===== config.mk =====
export PLATFORM = sky130hd
export DESIGN_NAME = cache_cmd_feeder
export DESIGN_NICKNAME = d
export VERILOG_FILES = /design/src/rtl/cache_cmd_feeder.sv
export SDC_FILE = /design/constraint.sdc
export NUM_CORES = 1
export LEC_CHECK = 0
export CAP_MARGIN = 10
export CORE_AREA = 2 2 119 167
export DETAILED_ROUTE_END_ITERATION = 7
export DIE_AREA = 0 0 121 169
export PLACE_DENSITY = 0.82
export SLEW_MARGIN = 20
export SYNTH_ARGS = -nofsm -noshare
export SYNTH_HDL_FRONTEND = slang
export SYNTH_SLANG_ARGS = --single-unit
export TNS_END_PERCENT = 1

===== constraint.sdc =====
create_clock -name clk -period 4.2 [get_ports clk]
set_input_delay 0.84 -clock clk [delete_from_list [all_inputs] [get_ports clk]]
set_output_delay 0.84 -clock clk [all_outputs]
set_load 0.005 [all_outputs]

===== src/rtl/cache_cmd_feeder.sv =====
// -----------------------------------------------------------------------------
// cache_cmd_feeder
//
// Purpose:
//   Accepts cache trace records (command + byte address), filters them by
//   command class, and queues the cacheable ones (commands 0-6) in a small
//   FIFO that is presented to the cache with a valid/ready handshake. Keeps
//   saturating statistics counters per command class, raises a one-cycle
//   print request on command 9, and on command 8 drains the FIFO and then
//   clears all statistics.
//
// Ports:
//   clk, rst                 clock and asynchronous active-high reset
//   in_valid / in_ready      trace record handshake
//   in_command, in_address   trace record fields
//   out_valid / out_ready    head-of-FIFO handshake toward the cache
//   out_command, out_address head record fields
//   out_tag/out_index/out_byte  head address split [31:8] / [7:6] / [5:0]
//   level                    FIFO occupancy
//   rd_cnt, wr_cnt, snp_cnt, ill_cnt  saturating statistics counters
//   print_pulse              one-cycle request to dump statistics
// -----------------------------------------------------------------------------
module cache_cmd_feeder #(
    parameter int unsigned DEPTH = 4,
    parameter int unsigned CNT_W = 16
) (
    input  logic                     clk,
    input  logic                     rst,

    input  logic                     in_valid,
    output logic                     in_ready,
    input  logic [4:0]               in_command,
    input  logic [31:0]              in_address,

    output logic                     out_valid,
    input  logic                     out_ready,
    output logic [4:0]               out_command,
    output logic [31:0]              out_address,
    output logic [23:0]              out_tag,
    output logic [1:0]               out_index,
    output logic [5:0]               out_byte,

    output logic [$clog2(DEPTH):0]   level,

    output logic [CNT_W-1:0]         rd_cnt,
    output logic [CNT_W-1:0]         wr_cnt,
    output logic [CNT_W-1:0]         snp_cnt,
    output logic [CNT_W-1:0]         ill_cnt,
    output logic                     print_pulse
);

    localparam int unsigned PTR_W = $clog2(DEPTH);
    localparam int unsigned LVL_W = PTR_W + 1;

    typedef enum logic [1:0] {
        StRun,
        StDrain,
        StClear
    } state_e;

    // -------------------------------------------------------------------------
    // State
    // -------------------------------------------------------------------------
    state_e             state_q,   state_d;
    logic [PTR_W-1:0]   wr_ptr_q,  wr_ptr_d;
    logic [PTR_W-1:0]   rd_ptr_q,  rd_ptr_d;
    logic [LVL_W-1:0]   level_q,   level_d;
    logic [CNT_W-1:0]   rd_cnt_q,  rd_cnt_d;
    logic [CNT_W-1:0]   wr_cnt_q,  wr_cnt_d;
    logic [CNT_W-1:0]   snp_cnt_q, snp_cnt_d;
    logic [CNT_W-1:0]   ill_cnt_q, ill_cnt_d;
    logic               print_q,   print_d;

    // FIFO storage; contents are don't-care while empty, so no reset needed.
    logic [4:0]         cmd_mem  [DEPTH];
    logic [31:0]        addr_mem [DEPTH];

    // -------------------------------------------------------------------------
    // Command decode
    // -------------------------------------------------------------------------
    logic is_enq;
    logic is_rd;
    logic is_wr;
    logic is_snp;
    logic is_clr;
    logic is_prt;
    logic is_ill;

    always_comb begin
        is_enq = (in_command <= 5'd6);
        is_rd  = (in_command == 5'd0) || (in_command == 5'd2);
        is_wr  = (in_command == 5'd1);
        is_snp = (in_command >= 5'd3) && (in_command <= 5'd6);
        is_clr = (in_command == 5'd8);
        is_prt = (in_command == 5'd9);
        is_ill = (in_command == 5'd7) || (in_command >= 5'd10);
    end

    // -------------------------------------------------------------------------
    // Handshakes
    // -------------------------------------------------------------------------
    logic full;
    logic accept;
    logic push;
    logic pop;

    always_comb begin
        full      = (level_q == LVL_W'(DEPTH));
        // rst gates in_ready directly so it reads 0 for the whole reset window,
        // not just once the registers have settled.
        in_ready  = !rst && (state_q == StRun) && !full;
        out_valid = (level_q != '0);
        accept    = in_valid && in_ready;
        push      = accept && is_enq;
        pop       = out_valid && out_ready;
    end

    // Saturating increment: counters stick at all-ones instead of wrapping.
    function automatic logic [CNT_W-1:0] sat_inc(input logic [CNT_W-1:0] v);
        return (&v) ? v : v + 1'b1;
    endfunction

    // -------------------------------------------------------------------------
    // FIFO pointers and occupancy
    // -------------------------------------------------------------------------
    always_comb begin
        wr_ptr_d = wr_ptr_q;
        rd_ptr_d = rd_ptr_q;
        level_d  = level_q;

        // Pointers are PTR_W bits wide and DEPTH is a power of two, so the
        // increment wraps modulo DEPTH on its own.
        if (push) begin
            wr_ptr_d = wr_ptr_q + 1'b1;
        end
        if (pop) begin
            rd_ptr_d = rd_ptr_q + 1'b1;
        end

        unique case ({push, pop})
            2'b10:   level_d = level_q + 1'b1;
            2'b01:   level_d = level_q - 1'b1;
            default: level_d = level_q;
        endcase
    end

    // -------------------------------------------------------------------------
    // Control FSM and statistics
    // -------------------------------------------------------------------------
    always_comb begin
        state_d   = state_q;
        rd_cnt_d  = rd_cnt_q;
        wr_cnt_d  = wr_cnt_q;
        snp_cnt_d = snp_cnt_q;
        ill_cnt_d = ill_cnt_q;
        print_d   = accept && is_prt;

        // Counting only happens on acceptance, which is only possible in
        // StRun, so it never collides with the clear in StClear.
        if (accept) begin
            if (is_rd) begin
                rd_cnt_d = sat_inc(rd_cnt_q);
            end
            if (is_wr) begin
                wr_cnt_d = sat_inc(wr_cnt_q);
            end
            if (is_snp) begin
                snp_cnt_d = sat_inc(snp_cnt_q);
            end
            if (is_ill) begin
                ill_cnt_d = sat_inc(ill_cnt_q);
            end
        end

        unique case (state_q)
            StRun: begin
                if (accept && is_clr) begin
                    state_d = StDrain;
                end
            end
            StDrain: begin
                // Input is blocked; wait for the cache to empty the FIFO.
                if (level_q == '0) begin
                    state_d = StClear;
                end
            end
            StClear: begin
                rd_cnt_d  = '0;
                wr_cnt_d  = '0;
                snp_cnt_d = '0;
                ill_cnt_d = '0;
                state_d   = StRun;
            end
            default: begin
                state_d = StRun;
            end
        endcase
    end

    // -------------------------------------------------------------------------
    // Registers
    // -------------------------------------------------------------------------
    always_ff @(posedge clk or posedge rst) begin
        if (rst) begin
            state_q   <= StRun;
            wr_ptr_q  <= '0;
            rd_ptr_q  <= '0;
            level_q   <= '0;
            rd_cnt_q  <= '0;
            wr_cnt_q  <= '0;
            snp_cnt_q <= '0;
            ill_cnt_q <= '0;
            print_q   <= 1'b0;
        end else begin
            state_q   <= state_d;
            wr_ptr_q  <= wr_ptr_d;
            rd_ptr_q  <= rd_ptr_d;
            level_q   <= level_d;
            rd_cnt_q  <= rd_cnt_d;
            wr_cnt_q  <= wr_cnt_d;
            snp_cnt_q <= snp_cnt_d;
            ill_cnt_q <= ill_cnt_d;
            print_q   <= print_d;
        end
    end

    always_ff @(posedge clk) begin
        if (push) begin
            cmd_mem[wr_ptr_q]  <= in_command;
            addr_mem[wr_ptr_q] <= in_address;
        end
    end

    // -------------------------------------------------------------------------
    // Outputs
    // -------------------------------------------------------------------------
    always_comb begin
        out_command = cmd_mem[rd_ptr_q];
        out_address = addr_mem[rd_ptr_q];
        out_tag     = out_address[31:8];
        out_index   = out_address[7:6];
        out_byte    = out_address[5:0];
        level       = level_q;
        rd_cnt      = rd_cnt_q;
        wr_cnt      = wr_cnt_q;
        snp_cnt     = snp_cnt_q;
        ill_cnt     = ill_cnt_q;
        print_pulse = print_q;
    end

endmodule


==> results of run 1 <==
## state kept, by name, indices dropped and copies added, names as in the netlist
| name | count |
|---|---|
| snp_cnt | 16 |
| addr_mem | 128 |
| ill_cnt | 16 |
| rd_ptr_q | 2 |
| wr_ptr_q | 2 |
| level | 3 |
| rd_cnt | 16 |
| wr_cnt | 16 |
| state_q | 2 |
| cmd_mem | 20 |
| print_pulse | 1 |
## critical path, stage by stage, from the launching register on
cell and delay (ps):
dfrtp_2 770, buf_12 300, mux4_2 570, clkdlybuf4s50_1 470
## layout make-up
class	count	area share
Clock inverter	14	0.009476
Tap cell	248	0.02527
Sequential cell	222	0.5129
Multi-Input combinational cell	383	0.2444
Timing Repair Buffer	194	0.1602
Clock buffer	24	0.04371
Inverter	13	0.003974
## cell usage after synthesis, types with 11 or more instances
library cell  count  area (um2)
nand3_1          34       170.2
mux4_2           37       833.3
nor4_1           17       106.4
nand4_1          17       106.4
or3_1            14       87.58
nand2_1          42       157.7
buf_4            32       240.2
clkbuf_1         18       67.56
inv_1            13       48.80
a221o_1          11       110.1
nor2_1           25       93.84
edfxtp_1        148        4444
dfrtp_1          74        1852
a21oi_1          17       85.08
o21ai_0          28       140.1
nor3_1           20       100.1
## cell families after synthesis
logic type | after synthesis
flip-flops | 222
buffers and inverters | 71
adder cells (fa/ha/maj) | 10
multiplexers | 45
AO/OA/AOI/OAI | 96
XOR/XNOR | 13
AND/OR/NAND/NOR | 219
## layer usage
layer	up-vias	GRT usage	share of wire
li1	2927	-	-
met1	3206	0.2583	0.40
met2	261	0.3515	0.52
met3	35	0.02763	0.065
met4	0	0.04904	0.018
met5	-	0	0
## metrics by stage
step	utilization	worst slack [ps]	instances	hold WS, ps	cell area (um2)
floorplan	-	411.5	676	474.6	9682
global placement	0.6121	615.8	1060	503.0	11630
detailed placement	0.6121	553.2	1060	515.9	11630
CTS	0.6465	686.1	1098	530.3	12280
global route	0.6465	611.3	1098	552.0	12280
finish	0.6465	758.6	1098	534.3	12280
## power by group through the flow
stage / clock network, uW / logic, uW / registers (uW)
CTS: 1860 / 2010 / 2870
floorplan: 0 / 1150 / 2740
global placement: 0 / 1970 / 2900
global route: 1940 / 2140 / 2910
detailed placement: 0 / 2000 / 2910
finish: 1810 / 1980 / 2860
## worst paths after layout
| check | end | startpoint |
|---|---|---|
| worst max register to register | wr_cnt[3] | state_q[0] |
| min in group asynchronous | state_q[1] | rst |
| worst min register to register | rd_cnt[4] | rd_cnt[4] |
| worst max-delay path | out_address[0] | rd_ptr_q[0] |
| max in group asynchronous | wr_cnt[1] | rst |
| worst min-delay path | rd_cnt[4] | rd_cnt[4] |
==> flow_summary.toml, run 1 <==
[floorplan]
dieHeight_um = 169
fp.dieW_um = 121
ios = 180
std_cell_rows = 60
coreArea_mm2 = 0.01899
die-area_mm2 = 0.02045
start_util = 0.5097

[pwr]
pwr-share-clk = 0.272
power_density_mw_per_mm2 = 541.7
p_sw_frac = 0.2665
intPower_uw = 4879
pwr-share-seq = 0.431
ir_worst_vdd_mv = 0.4025
p_sw_uw = 1772
p_total_uw = 6652
power.share.combinational = 0.297
leakagePower_uw = 0.004356

[sta]
max_freq_mhz = 290.6
finalHoldViolations = 0
fin_crit_ps = 3441
final_max_slew_viol_count = 0
post-route-period-util = 0.8194
slew_headroom = 0.2728
setup_viol = 0
tns_ps = 0
rsz0062_at_grt = "no"
final.setup_skew_ps = 12.82
worst_slew_pin_slew_ps = 1091

[worst_setup_path]
cp_max_fo = 22
end_kind = "output pin"
cp.arrival_ps = 2600
r2r_cells = 6
crit_type = "reg2out"
r2r_setup_slack_ps = 1380
crit_required_ps = 3360
crit_path_start_kind = "flip-flop"

[synth]
synth_top_family_by_area = "simple AND/OR/NAND/NOR gates"
synth_simple_gate_area_share = 0.1211
ys_ff_latch = 222
synthFlopType = "edfxtp_1"
netlist_area_mm2 = 0.009682
postSynth.asyncResetShare = 0.3333
yosysSeqAreaShare = 0.6503
synth_area_per_cell_um2 = 14.32
synth_cell_types = 53
synth_xor_area_frac = 0.01176
syn_nets = 727
synth_edf_count = 148
synthCells = 676
yosys_warnings = 0
synthMuxAreaShare = 0.09473
synth-adder-area-share = 0.01370
synth-compound-area-share = 0.06823

[route]
drc = 0
wl_um = 20320
vias = 6429
vias_per_cell = 5.855
drt_iter0_drc = 450
ant_nets = 0
drt_pass1_iterations = 5
wl_per_cell_um = 18.50

[clock_network]
clkLatencyLatePin_ps = 500
cts.path.max_buffers = 3
cts_tree = "done"
htreeDepth = 1
post_cts_buffers = 0
cts_root_buffer = "clkbuf_16"
cts_sinks = 222
numCtsBuffers = 21
ctsResizeCount = 0
clk_pin_slew_ps = 60
postCtsHoldBufs = 0

[global_route]
antenna_found_initial = 0
globalRouteOverflowTotal = 0
grt_pass1_wl_um = 32500
grt_start_max_net_pins = 44
grt.total_usage = 0.1986
grt_pass1_vias = 6264

[job]
cap_violations = 0

[outcome]
status = "finished, final reports clean"

[hold_path]
hold_class = "reg2reg"
holdPathStages = 1

[final_layout]
mostFrequentLayoutCell = "clkdlybuf4s50_1"
syn_to_final_growth_pct = 26.83
nets = 886
multi_input_area_mm2 = 0.003002
diodes = 0
ff_latch_area_mm2 = 0.006299
nFillCells = 1378
layout-drive-gt1-share = 0.1188
most-common-layout-cells = "clkdlybuf4s50_1, edfxtp_1, dfrtp_1, nand2_1, mux4_2"

[place]
gp_congestion = 0.8601
hpwl_um = 13500
place.port_buffers = 179
No activity file was read; power rests on OpenSTA's default activity.
==> run 2: changes to the inputs <==
--- a/config.mk
+++ b/config.mk
@@ -6,10 +6,10 @@
 export NUM_CORES = 1
 export LEC_CHECK = 0
 export CAP_MARGIN = 10
-export CORE_AREA = 2 2 119 167
+export CORE_AREA = 2 2 125 175
 export DETAILED_ROUTE_END_ITERATION = 7
-export DIE_AREA = 0 0 121 169
-export PLACE_DENSITY = 0.82
+export DIE_AREA = 0 0 127 177
+export PLACE_DENSITY = 0.79
 export SLEW_MARGIN = 20
 export SYNTH_ARGS = -nofsm -noshare
 export SYNTH_HDL_FRONTEND = slang
==> constraint.sdc (replaced) <==
create_clock -name clk -period 2.75 [get_ports clk]
set_input_delay 0.55 -clock clk [delete_from_list [all_inputs] [get_ports clk]]
set_output_delay 0.55 -clock clk [all_outputs]
set_load 0.005 [all_outputs]
==> flow_summary.toml, run 2 (synthesized netlist as in run 1, its figures left out) <==
[floorplan]
coreArea_mm2 = 0.02097
start_util = 0.4617
ios = 180
fp.dieW_um = 127
std_cell_rows = 63
dieHeight_um = 177
die-area_mm2 = 0.02248

[worst_setup_path]
cpPeakStageDelay_ps = 540
r2r_cells = 6
cp_max_fo = 9
cp_slowest_cell = "mux4_2"
crit_required_ps = 2200
crit_chain = "bufbuf_16 -> mux4_2 -> clkdlybuf4s50_1"
cp.arrival_ps = 2210
crit_path_start_kind = "flip-flop"
end_kind = "output pin"
r2r_setup_slack_ps = 150
crit_type = "reg2out"
timing.rr.end = "snp_cnt[4]"
crit_start = "rd_ptr_q[0]"
r2r_start = "state_q[0]"

[place]
place.port_buffers = 179
gp_congestion = 0.8367
post_dp_cell_area_mm2 = 0.01202
hpwl_um = 14820

[sta]
final.setup_skew_ps = 14.59
max_freq_mhz = 362.6
finalHoldViolations = 0
setup_viol = 2
finalWorstSetupSlack_ps = -8.125
slew_headroom = 0.4942
final_max_slew_viol_count = 0
timing.hold.ws_ps = 530.0
fin_crit_ps = 2758
worst_slew_pin_slew_ps = 750.5
rsz0062_at_grt = "yes"
tns_ps = -9.846
post-route-period-util = 1.003

[global_route]
globalRouteOverflowTotal = 0
grt_pass1_vias = 6461
grt_start_max_net_pins = 40
grt_pass1_wl_um = 35070
antenna_found_initial = 0
grt.total_usage = 0.1979

[pwr]
power_density_mw_per_mm2 = 822.0
pwr-share-clk = 0.298
leakagePower_uw = 0.004833
p_sw_frac = 0.2677
power.share.combinational = 0.303
p_sw_uw = 2827
intPower_uw = 7733
ir_worst_vdd_mv = 0.6017
pwr-share-seq = 0.399

[route]
vias_per_cell = 5.701
drc = 0
ant_nets = 0
drt_pass1_iterations = 5
drt_iter0_drc = 383
vias = 6596
wl_per_cell_um = 19.45
wl_um = 22500

[outcome]
status = "complete, but fails checks"
violations = "negative setup slack"

[hold_path]
holdPathStages = 1
min_to = "ill_cnt[15]"
worstHoldStart = "ill_cnt[15]"
hold_class = "reg2reg"

[clock_network]
postCtsHoldBufs = 0
htreeDepth = 1
cts.path.max_buffers = 3
cts_tree = "done"
cts_sinks = 222
cts_root_buffer = "clkbuf_16"
numCtsBuffers = 22
clkLatencyLatePin_ps = 500
clk_pin_slew_ps = 60

[final_layout]
syn_to_final_growth_pct = 32.68
nets = 933
largestRegisters = "addr_mem (128), cmd_mem (20)"
mostFrequentLayoutCell = "edfxtp_1"
most-common-layout-cells = "edfxtp_1, clkdlybuf4s50_1, dfrtp_1, dlygate4sd2_1, buf_4"
largest_register_ffs = 128
diodes = 0
design_area_mm2 = 0.01285
layout-drive-gt1-share = 0.1728
regMostFlops = "addr_mem"

[job]
cap_violations = 0
[run 2: changes by cell type in the layout (fill, tap and decap cells not counted), sizes merged, moves of 2 or more]
| cell | previous run | this run |
|---|---|---|
| dlygate4sd2 | 0 | 51 |
| dlymetal6s2s | 0 | 9 |
| clkdlybuf4s50 | 179 | 119 |
| bufinv | 2 | 4 |
| clkinv | 8 | 6 |
| clkbuf | 24 | 27 |
| buf | 15 | 60 |
[run 2: per-stage QoR]
| step | utilization | setup slack [ps] | instances | power, uW |
|---|---|---|---|---|
| final | 0.6127 | -8.125 | 1157 | 10560 |
| after global routing | 0.6127 | -84.87 | 1157 | 11070 |
| after CTS | 0.6109 | -30.60 | 1157 | 10700 |
| after detailed placement | 0.5733 | -481.3 | 1113 | 7632 |
| after global placement | 0.5733 | -422.9 | 1113 | 7563 |
| after floorplan | - | -114.4 | 676 | 5938 |
[run 2: worst max path at each step]
stage	to	slack [ps]	cells after the start
detailed placement	snp_cnt[4]	-480	7
global placement	wr_cnt[9]	-420	7
CTS	out_address[25]	-30	3
floorplan	level[2]	-110	12
finish	out_byte[1]	-8	3
global route	out_tag[2]	-80	3
[run 2: power by group through the flow]
stage                     registers [uW]  clock network, uW  logic [uW]
final                               4210               3150        3200
after detailed placement            4260                  0        3370
after floorplan                     4180                  0        1760
after CTS                           4200               3220        3280
after global routing                4250               3350        3470
after global placement              4260                  0        3310
[run 2: repair_timing]
item | CTS | global route
setup buffers | 3 | 0
resized for setup | 52 | 12
setup endpoints to repair | 69 | 31
cloned | 2 | 0
[run 2: layout make-up]
type	count	area [um2]
Sequential cell	222	6299
Clock inverter	12	158.9
Clock buffer	27	610.6
Fill cell	1631	8122
Tap cell	260	325.3
Multi-Input combinational cell	383	3038
Inverter	13	48.80
Timing Repair Buffer	240	2366
[run 2: critical path, delay by kind of cell, from the launching register on]
kind / cells / cell delay [ps]
buffers and inverters: 2 / 780
flip-flops: 1 / 400
multiplexers: 1 / 540
[run 2: per-layer routing]
layer / wire (um) / vias to the layer above / GRT usage / share of wire
li1: - / 3022 / - / -
met1: 8989 / 3314 / 0.2500 / 0.40
met2: 11950 / 232 / 0.3607 / 0.53
met3: 1308 / 28 / 0.03114 / 0.058
met4: 250 / 0 / 0.04212 / 0.011
met5: 0 / - / 0 / 0
